$ cat config.mk
export PLATFORM = sky130hd
export DESIGN_NAME = fifo_out_arbiter
export DESIGN_NICKNAME = d
export VERILOG_FILES = /design/src/rtl/fifo_out_arbiter_pkg.sv /design/src/rtl/fifo_out_arbiter_rr_pick.sv /design/src/rtl/fifo_out_arbiter.sv
export SDC_FILE = /design/constraint.sdc
export NUM_CORES = 1
export LEC_CHECK = 0
export CAP_MARGIN = 15
export CORE_MARGIN = 2
export CORE_UTILIZATION = 42
export CTS_CLUSTER_SIZE = 14
export DETAILED_ROUTE_END_ITERATION = 16
export PLACE_DENSITY = 0.81
export SYNTH_ARGS = -nofsm -noshare
export SYNTH_HDL_FRONTEND = slang
export SYNTH_SLANG_ARGS = --single-unit
$ cat constraint.sdc
create_clock -name clk -period 3.9 [get_ports clk]
set_clock_uncertainty 0.15 [all_clocks]
set_input_delay 0.39 -clock clk [delete_from_list [all_inputs] [get_ports clk]]
set_output_delay 0.39 -clock clk [all_outputs]
set_load 0.02 [all_outputs]
$ cat src/rtl/fifo_out_arbiter_pkg.sv
// Flit-width constants shared with the router FIFOs, plus the pointer-width helper.
package fifo_out_arbiter_pkg;

  localparam int unsigned HDR_SZ     = 8;
  localparam int unsigned PL_SZ      = 16;
  localparam int unsigned ADDR_SZ    = 8;
  localparam int unsigned FLIT_W_DEF = HDR_SZ + PL_SZ + ADDR_SZ;
  localparam int unsigned CNT_W_DEF  = 16;

  // Bits needed to index n items; never below 1 so ports stay legal.
  function automatic int unsigned clog2(input int unsigned n);
    int unsigned r;
    r = 0;
    for (int unsigned v = n - 1; v > 0; v = v >> 1) begin
      r++;
    end
    return (r == 0) ? 1 : r;
  endfunction

endpackage

$ cat src/rtl/fifo_out_arbiter_rr_pick.sv
// Combinational rotating-priority picker: first set request at or after base, with wrap.
module fifo_out_arbiter_rr_pick
  import fifo_out_arbiter_pkg::*;
#(
  parameter int unsigned NREQ  = 4,
  parameter int unsigned PTR_W = clog2(NREQ)
) (
  input  logic [NREQ-1:0]  req_i,
  input  logic [PTR_W-1:0] base_i,
  output logic [NREQ-1:0]  gnt_onehot_o,
  output logic [PTR_W-1:0] gnt_idx_o,
  output logic             any_o
);

  localparam int unsigned IW = PTR_W + 1;

  // base + k never exceeds 2*NREQ-2, so one conditional subtract is an exact wrap.
  logic [IW-1:0] idx;

  always_comb begin
    gnt_onehot_o = '0;
    gnt_idx_o    = '0;
    any_o        = 1'b0;
    idx          = '0;
    for (int k = 0; k < int'(NREQ); k++) begin
      idx = {1'b0, base_i} + IW'(k);
      if (idx >= IW'(NREQ)) begin
        idx = idx - IW'(NREQ);
      end
      if (!any_o && req_i[idx[PTR_W-1:0]]) begin
        any_o                           = 1'b1;
        gnt_idx_o                       = idx[PTR_W-1:0];
        gnt_onehot_o[idx[PTR_W-1:0]]    = 1'b1;
      end
    end
  end

endmodule

$ cat src/rtl/fifo_out_arbiter.sv
// Output-port scheduler: round-robin pop of route-matched input FIFOs into a
// one-entry output register feeding the downstream FIFO.
module fifo_out_arbiter
  import fifo_out_arbiter_pkg::*;
#(
  parameter int unsigned NREQ   = 4,
  parameter int unsigned FLIT_W = FLIT_W_DEF,
  parameter int unsigned PTR_W  = clog2(NREQ),
  parameter int unsigned CNT_W  = CNT_W_DEF
) (
  input  logic                   clk,
  input  logic                   reset,
  input  logic [NREQ-1:0]        fifo_empty_i,
  input  logic [NREQ*FLIT_W-1:0] fifo_item_i,
  input  logic [NREQ-1:0]        route_match_i,
  output logic [NREQ-1:0]        fifo_read_o,
  input  logic                   out_full_i,
  output logic                   out_write_o,
  output logic [FLIT_W-1:0]      out_item_o,
  output logic [PTR_W-1:0]       grant_id_o,
  output logic [CNT_W-1:0]       flit_count_o
);

  logic [NREQ-1:0]   req, gnt_onehot;
  logic [PTR_W-1:0]  gnt_idx;
  logic              any_req;
  logic              can_load, xfer, pick;

  logic              out_valid_q, out_valid_d;
  logic [FLIT_W-1:0] out_item_q, out_item_d;
  logic [PTR_W-1:0]  grant_id_q, grant_id_d;
  logic [PTR_W-1:0]  rr_ptr_q, rr_ptr_d;
  logic [CNT_W-1:0]  flit_count_q, flit_count_d;

  assign req = ~fifo_empty_i & route_match_i;

  fifo_out_arbiter_rr_pick #(
    .NREQ  (NREQ),
    .PTR_W (PTR_W)
  ) u_rr_pick (
    .req_i        (req),
    .base_i       (rr_ptr_q),
    .gnt_onehot_o (gnt_onehot),
    .gnt_idx_o    (gnt_idx),
    .any_o        (any_req)
  );

  always_comb begin
    can_load     = !out_valid_q || !out_full_i;
    xfer         = out_valid_q && !out_full_i;
    pick         = can_load && any_req && !reset;
    fifo_read_o  = pick ? gnt_onehot : '0;

    out_valid_d  = out_valid_q;
    out_item_d   = out_item_q;
    grant_id_d   = grant_id_q;
    rr_ptr_d     = rr_ptr_q;
    flit_count_d = xfer ? flit_count_q + CNT_W'(1) : flit_count_q;

    if (pick) begin
      out_valid_d = 1'b1;
      grant_id_d  = gnt_idx;
      rr_ptr_d    = (gnt_idx == PTR_W'(NREQ - 1)) ? '0 : gnt_idx + PTR_W'(1);
      for (int i = 0; i < int'(NREQ); i++) begin
        if (gnt_onehot[i]) begin
          out_item_d = fifo_item_i[i*FLIT_W +: FLIT_W];
        end
      end
    end else if (xfer) begin
      // Drained with nothing to reload: item and grant id keep their last values.
      out_valid_d = 1'b0;
    end
  end

  always_ff @(posedge clk or posedge reset) begin
    if (reset) begin
      out_valid_q  <= 1'b0;
      out_item_q   <= '0;
      grant_id_q   <= '0;
      rr_ptr_q     <= '0;
      flit_count_q <= '0;
    end else begin
      out_valid_q  <= out_valid_d;
      out_item_q   <= out_item_d;
      grant_id_q   <= grant_id_d;
      rr_ptr_q     <= rr_ptr_d;
      flit_count_q <= flit_count_d;
    end
  end

  assign out_write_o  = out_valid_q;
  assign out_item_o   = out_item_q;
  assign grant_id_o   = grant_id_q;
  assign flit_count_o = flit_count_q;

endmodule

# Yosys cells after proc, flatten, opt, wreduce, memory -nomap -nowiden
# Index checks and enable logic that the tools add are counted.
# W data, S select, Z words.
[totals]
mem_bits_ro = 0
out_inout_bits = 55
mem_bits_rw = 0
latch_bits = 0
mem_count = 0
regBits = 53
[classes]
n_eq_ne = 1
mul = 0
n_shift = 0
div = 0
muxes = 40
magnitude_cmp = 12
bitwise_logic = 5
addsub = 9
n_reduce_logical = 20
[ops]
columns = ["cell", "count"]
rows = [
  ["$mux W32", 4],
  ["$mux W4", 5],
  ["$mux W2", 9],
  ["$add A16 B1 Y16 const B", 1],
  ["$mux W1", 14],
  ["$lt A2 B3 Y1 const B", 4],
  ["$or A4 B4 Y4", 3],
  ["$logic_and A1 B1 Y1", 10],
  ["$ge A3 B3 Y1 const B", 3],
  ["$bmux W1 S2", 4],
  ["$demux W1 S2", 4],
  ["$ge A2 B1 Y1 const B", 4],
  ["$sub A2 B1 Y2 const B", 4],
  ["$add A2 B2 Y3 const B", 2],
  ["$logic_not A1 Y1", 6],
  ["$and A4 B4 Y4", 1],
  ["$not A4 Y4", 1],
  ["$reduce_bool A4 Y1", 1],
  ["$add A2 B1 Y3 const B", 1],
  ["$ge A2 B3 Y1 const B", 1],
  ["$add A2 B1 Y2 const B", 1],
  ["$eq A2 B2 Y1 const B", 1],
  ["$reduce_and A2 Y1", 1],
  ["$reduce_bool A2 Y1", 1],
  ["$logic_or A1 B1 Y1", 1],
]

# Depth between registers and ports, before layout
[depth]
word_depth = 18
depth_mapped = 12
depth_no_buf = 9

# Cells and area by module
# A second synthesis with hierarchy kept.
[unflattened]
cells_unflattened = 310
hier_area_um2 = 3507.1
[by_module_without_submodules]
columns = ["mod", "seq_area_each_um2", "instances", "area_each_um2", "cells_per_inst"]
rows = [
  ["fifo_out_arbiter", 1326.3, 1, 3085.5, 265],
  ["fifo_out_arbiter_rr_pick", 0.0, 1, 421.7, 45],
]

# Least setup slack after synthesis
# OpenSTA, ideal clock, no wires.
[synth_timing]
path_type = "register to output"
startpoint = "register (tool-made name)"
endpoint = "output fifo_read_o[2]"
stages_incl_launch_ff = 10
arrival_ns = 2.553
n_path_buf = 2
required_time_ns = 3.360
setup_slack_ns = 0.807
path_cell_list = "dfrtp_1 > inv_2 > ha_1 > buf_4 > mux4_2 > nand3_1 > a21oi_2 > nor3_4 > clkbuf_1 > nor2_1"
[synth_rtl]
columns = ["element", "line", "rtl"]
rows = [
  ["to (decl)", "fifo_out_arbiter.sv:16", "output logic [NREQ-1:0] fifo_read_o,"],
]

# Worst setup path in the final report
[layout_timing]
startpoint = "register rr_ptr_q[1]"
endpoint = "output fifo_read_o[0]"
[layout_between]
elab_chain_cells = 17
elab_cells_between_ends = 63
[layout_lines]
columns = ["element", "line", "rtl"]
rows = [
  ["from (decl)", "fifo_out_arbiter.sv:32", "logic [PTR_W-1:0] rr_ptr_q, rr_ptr_d;"],
  ["from (signal assigned)", "fifo_out_arbiter.sv:86", "rr_ptr_q <= rr_ptr_d;"],
  ["branches (longest 16 deep; another with $add A2 B1 Y3)", "-", ""],
  ["$mux W4 *", "fifo_out_arbiter.sv:52", "fifo_read_o = pick ? gnt_onehot : '0;"],
]
# Every way passes the cells marked *. The select of a mux whose other input is x is not followed.

==> results.json <==
{
  "synth_seq_area_share_pct": 31.8,
  "r2r_setup_slack_ns": 0.48,
  "path_max_fanout": 11,
  "cts.root.buffer_cell": "clkbuf_8",
  "drive_gt1_share_pct": 7.69,
  "rr_startpoint": "rr_ptr_q[1]$_DFFE_PP0P_",
  "clockBufferDepth": 2,
  "endpoint_kind": "primary output",
  "fill_cells": 819,
  "core_area_sq_mm": 0.00968,
  "crit_arrival_ns": 3.28,
  "num_antenna_cells": 0,
  "yosysUniqueCellTypes": 48,
  "fin_hold_ws_ns": 0.336,
  "hold_viol_final": 0,
  "p_sw_share_pct": 47.8,
  "grt_max_degree": 38,
  "cts.sinks": 53,
  "final.setup.tns_ns": 0,
  "hold_depth": 1,
  "synth_area_sq_mm": 0.00417,
  "timing.slew.headroom_pct": 44.8,
  "maxCapViolCount": 0,
  "start_util_pct": 43.1,
  "place_inst": 787,
  "finalMaxSlewViolations": 0,
  "cts_tree": "built",
  "hold_class": "reg -> reg",
  "tightest_slew_ns": 0.827,
  "worstPathRequired_ns": 3.36,
  "cts.reportedPaths.clkPinSlew_ns": 0.11,
  "synth_edf_count": 0,
  "syn_inst": 489,
  "yosys-top-cells-area": "dfrtp_1, a311o_1, a32oi_1, o31a_1, inv_1",
  "max_freq_ghz": 0.262,
  "antenna_found_initial": 0,
  "min_from": "flit_count_o[15]$_DFFE_PP0P_",
  "wl_um": 14900,
  "synth.top_cell.area_share_pct": 31.8,
  "async_reset_ff_share_pct": 100,
  "fin_nets": 810,
  "grt_pass1_wl_um": 24100,
  "ys_ff_latch": 53,
  "placed_area_sq_mm": 0.00619,
  "port_buffers": 193,
  "cts_hold_buf": 0,
  "ant_nets": 0,
  "clk_latency_ns": 0.30,
  "vias_per_cell": 5.96,
  "num_rows": 36,
  "htree_levels": 2,
  "syn_area_per_cell_sq_um": 8.53,
  "p_leak_nw": 2.69,
  "status": "completed",
  "cts-buffers-inserted": 5,
  "grt_usage_pct": 27.1,
  "final_cell_area_sq_mm": 0.00630,
  "p_comb_share_pct": 72.3,
  "place_congestion": 0.879,
  "vdd_drop_max_uv": 514,
  "power_density_mw_per_mm2": 711,
  "ios": 194,
  "period_needed_ns": 3.82,
  "syn_to_final_growth_pct": 51.2,
  "drc": 0,
  "post_drt_wl_per_cell_um": 18.8,
  "dieWidth_um": 104,
  "switchingPower_mw": 2.14,
  "ys.flop_type": "dfrtp_1",
  "finalSetupViolCount": 0,
  "critPathKind": "reg -> out",
  "yosys.area.top_type": "dfrtp_1",
  "grt_pass1_vias": 4780,
  "gr-total-overflow": 0,
  "r2r_cells": 9,
  "chipHeight_um": 104,
  "ys_warn_count": 0,
  "syn_nets": 637,
  "setup.worst_path.start_class": "flop",
  "drt_iter0_drc": 260,
  "die_area_sq_mm": 0.0107,
  "p_total_mw": 4.48,
  "p_clk_share_pct": 7.3,
  "rr_endpoint": "out_item_o[6]$_DFFE_PP0P_",
  "power_frac_seq_pct": 20.4,
  "hold_end": "flit_count_o[15]$_DFFE_PP0P_",
  "firstDrtPassIters": 7,
  "dp_hpwl_um": 10700,
  "fin_crit_sh_pct": 98.0,
  "p_int_mw": 2.34,
  "vias": 4746,
  "finalNonFillerCells": 796
}
[power groups by stage]
stage | sequential (mW) | combinational [mW] | clock [mW]
finish | 0.916 | 3.24 | 0.328
global route | 0.943 | 3.48 | 0.354
CTS | 0.916 | 3.18 | 0.335
detailed placement | 0.926 | 3.17 | 0
global placement | 0.920 | 3.08 | 0
floorplan | 1.16 | 1.83 | 0
[flip-flops by register name, summed over array words and instances (netlist names), named ones only]
signal,flops
out_item_o,32
out_write_o,1
flit_count_o,16
rr_ptr_q,1
grant_id_o,2
[metal layers]
layer / up-vias / wire length [um] / GRT usage [%]
li1: 2155 / - / -
met4: 0 / 343 / 6.56
met5: - / 0 / 0
met1: 2291 / 5870 / 32.7
met3: 34 / 1440 / 7.61
met2: 266 / 7270 / 47.8
[how the worst max path moves through the flow]
stage	start	end	depth (start not counted)
global route	rr_ptr_q[1]$_DFFE_PP0P_	fifo_read_o[0]	8
detailed placement	rr_ptr_q[1]$_DFFE_PP0P_	out_item_o[30]$_DFFE_PP0P_	10
CTS	rr_ptr_q[1]$_DFFE_PP0P_	fifo_read_o[3]	8
global placement	route_match_i[1]	fifo_read_o[2]	8
finish	rr_ptr_q[1]$_DFFE_PP0P_	fifo_read_o[0]	8
floorplan	flop	fifo_read_o[2]	9
[cells by family (layout without fill, tap and decap cells)]
kind of cell	after synthesis	in the layout	share of synthesized area, %
AOI/OAI and AO/OA	188	188	34.5
xor gates and xnor gates	15	15	3.15
adders and majority gates	9	9	2.70
buffers and inverters	113	287	11.6
DFF	53	53	31.8
muxes	6	6	2.67
and+or+nand+nor	105	105	13.6
[through the flow]
| step | util (%) | setup slack [ns] |
|---|---|---|
| 6_report | 65.1 | 0.0792 |
| 5_1_grt | 65.1 | -0.0601 |
| 4_1_cts | 64.9 | 0.0542 |
| 3_5_place_dp | 63.9 | 0.314 |
| 3_3_place_gp | 63.9 | 0.423 |
| 2_1_floorplan | - | 0.807 |
[layout make-up]
class	instances	area (sq um)	share of cell area, %
clock inverters	3	22.5	0.357
clock buffers	5	68.8	1.09
inverters	68	255	4.05
well taps	133	166	2.64
repair buffers	211	2070	32.8
multi-input cells	323	2400	38.0
flip-flops and latches	53	1330	21.0
[layout by cell type, fill, tap and decap left out, drive strengths merged]
master and instances:
clkdlybuf4s50 193, inv 68, dfrtp 53, a21oi 40, nand3 38, o21ai 34
o31a 32, a311o 32, a32oi 32, nor2 20, nand2 19, buf 18
xnor2 10, ha 9, nand4 5, xor2 5, clkbuf 5, nor2b 5
nand2b 5, and3 4, mux4 4, nor3 4, a21o 3, clkinv 3
o32a 2, and2 2, or4 2, o2111ai 2, a21boi 2, a221oi 2
o21a 1, a21bo 1, a221o 1, a41o 1, mux2 1, o211a 1
a2111oi 1, nor4 1, o311ai 1, mux2i 1
[worst max-delay path, cell delays in order (launching register included)]
cell and delay [ns]:
dfrtp_1 0.48, inv_1 0.24, ha_4 0.28, and3_1 0.17
o2111ai_2 0.35, nand2_1 0.24, a221oi_1 0.53, nor2_1 0.12
clkdlybuf4s50_1 0.56
[cells in the mapped netlist, types with 3 or more instances]
library cell and number:
buf_6 5, o31a_1 32, nand2_1 19, xnor2_1 10
o21ai_0 33, a21oi_1 39, xor2_1 5, a311o_1 32
nand3_1 38, a32oi_1 32, inv_1 67, and3_1 4
nor2b_4 3, a21o_1 3, nand2b_4 3, nor2_1 19
dfrtp_1 53, nor3_1 3, ha_1 9, mux4_2 4
clkbuf_1 27, nand4_1 5, buf_2 11
[what timing repair did]
item	CTS	global route
endpoints found under the setup margin	2	4
endpoints found under the hold margin	0	0
pin swaps	0	1
buffers inserted	0	1
gates resized for setup	1	2
Power figures use the tool's default switching activity.
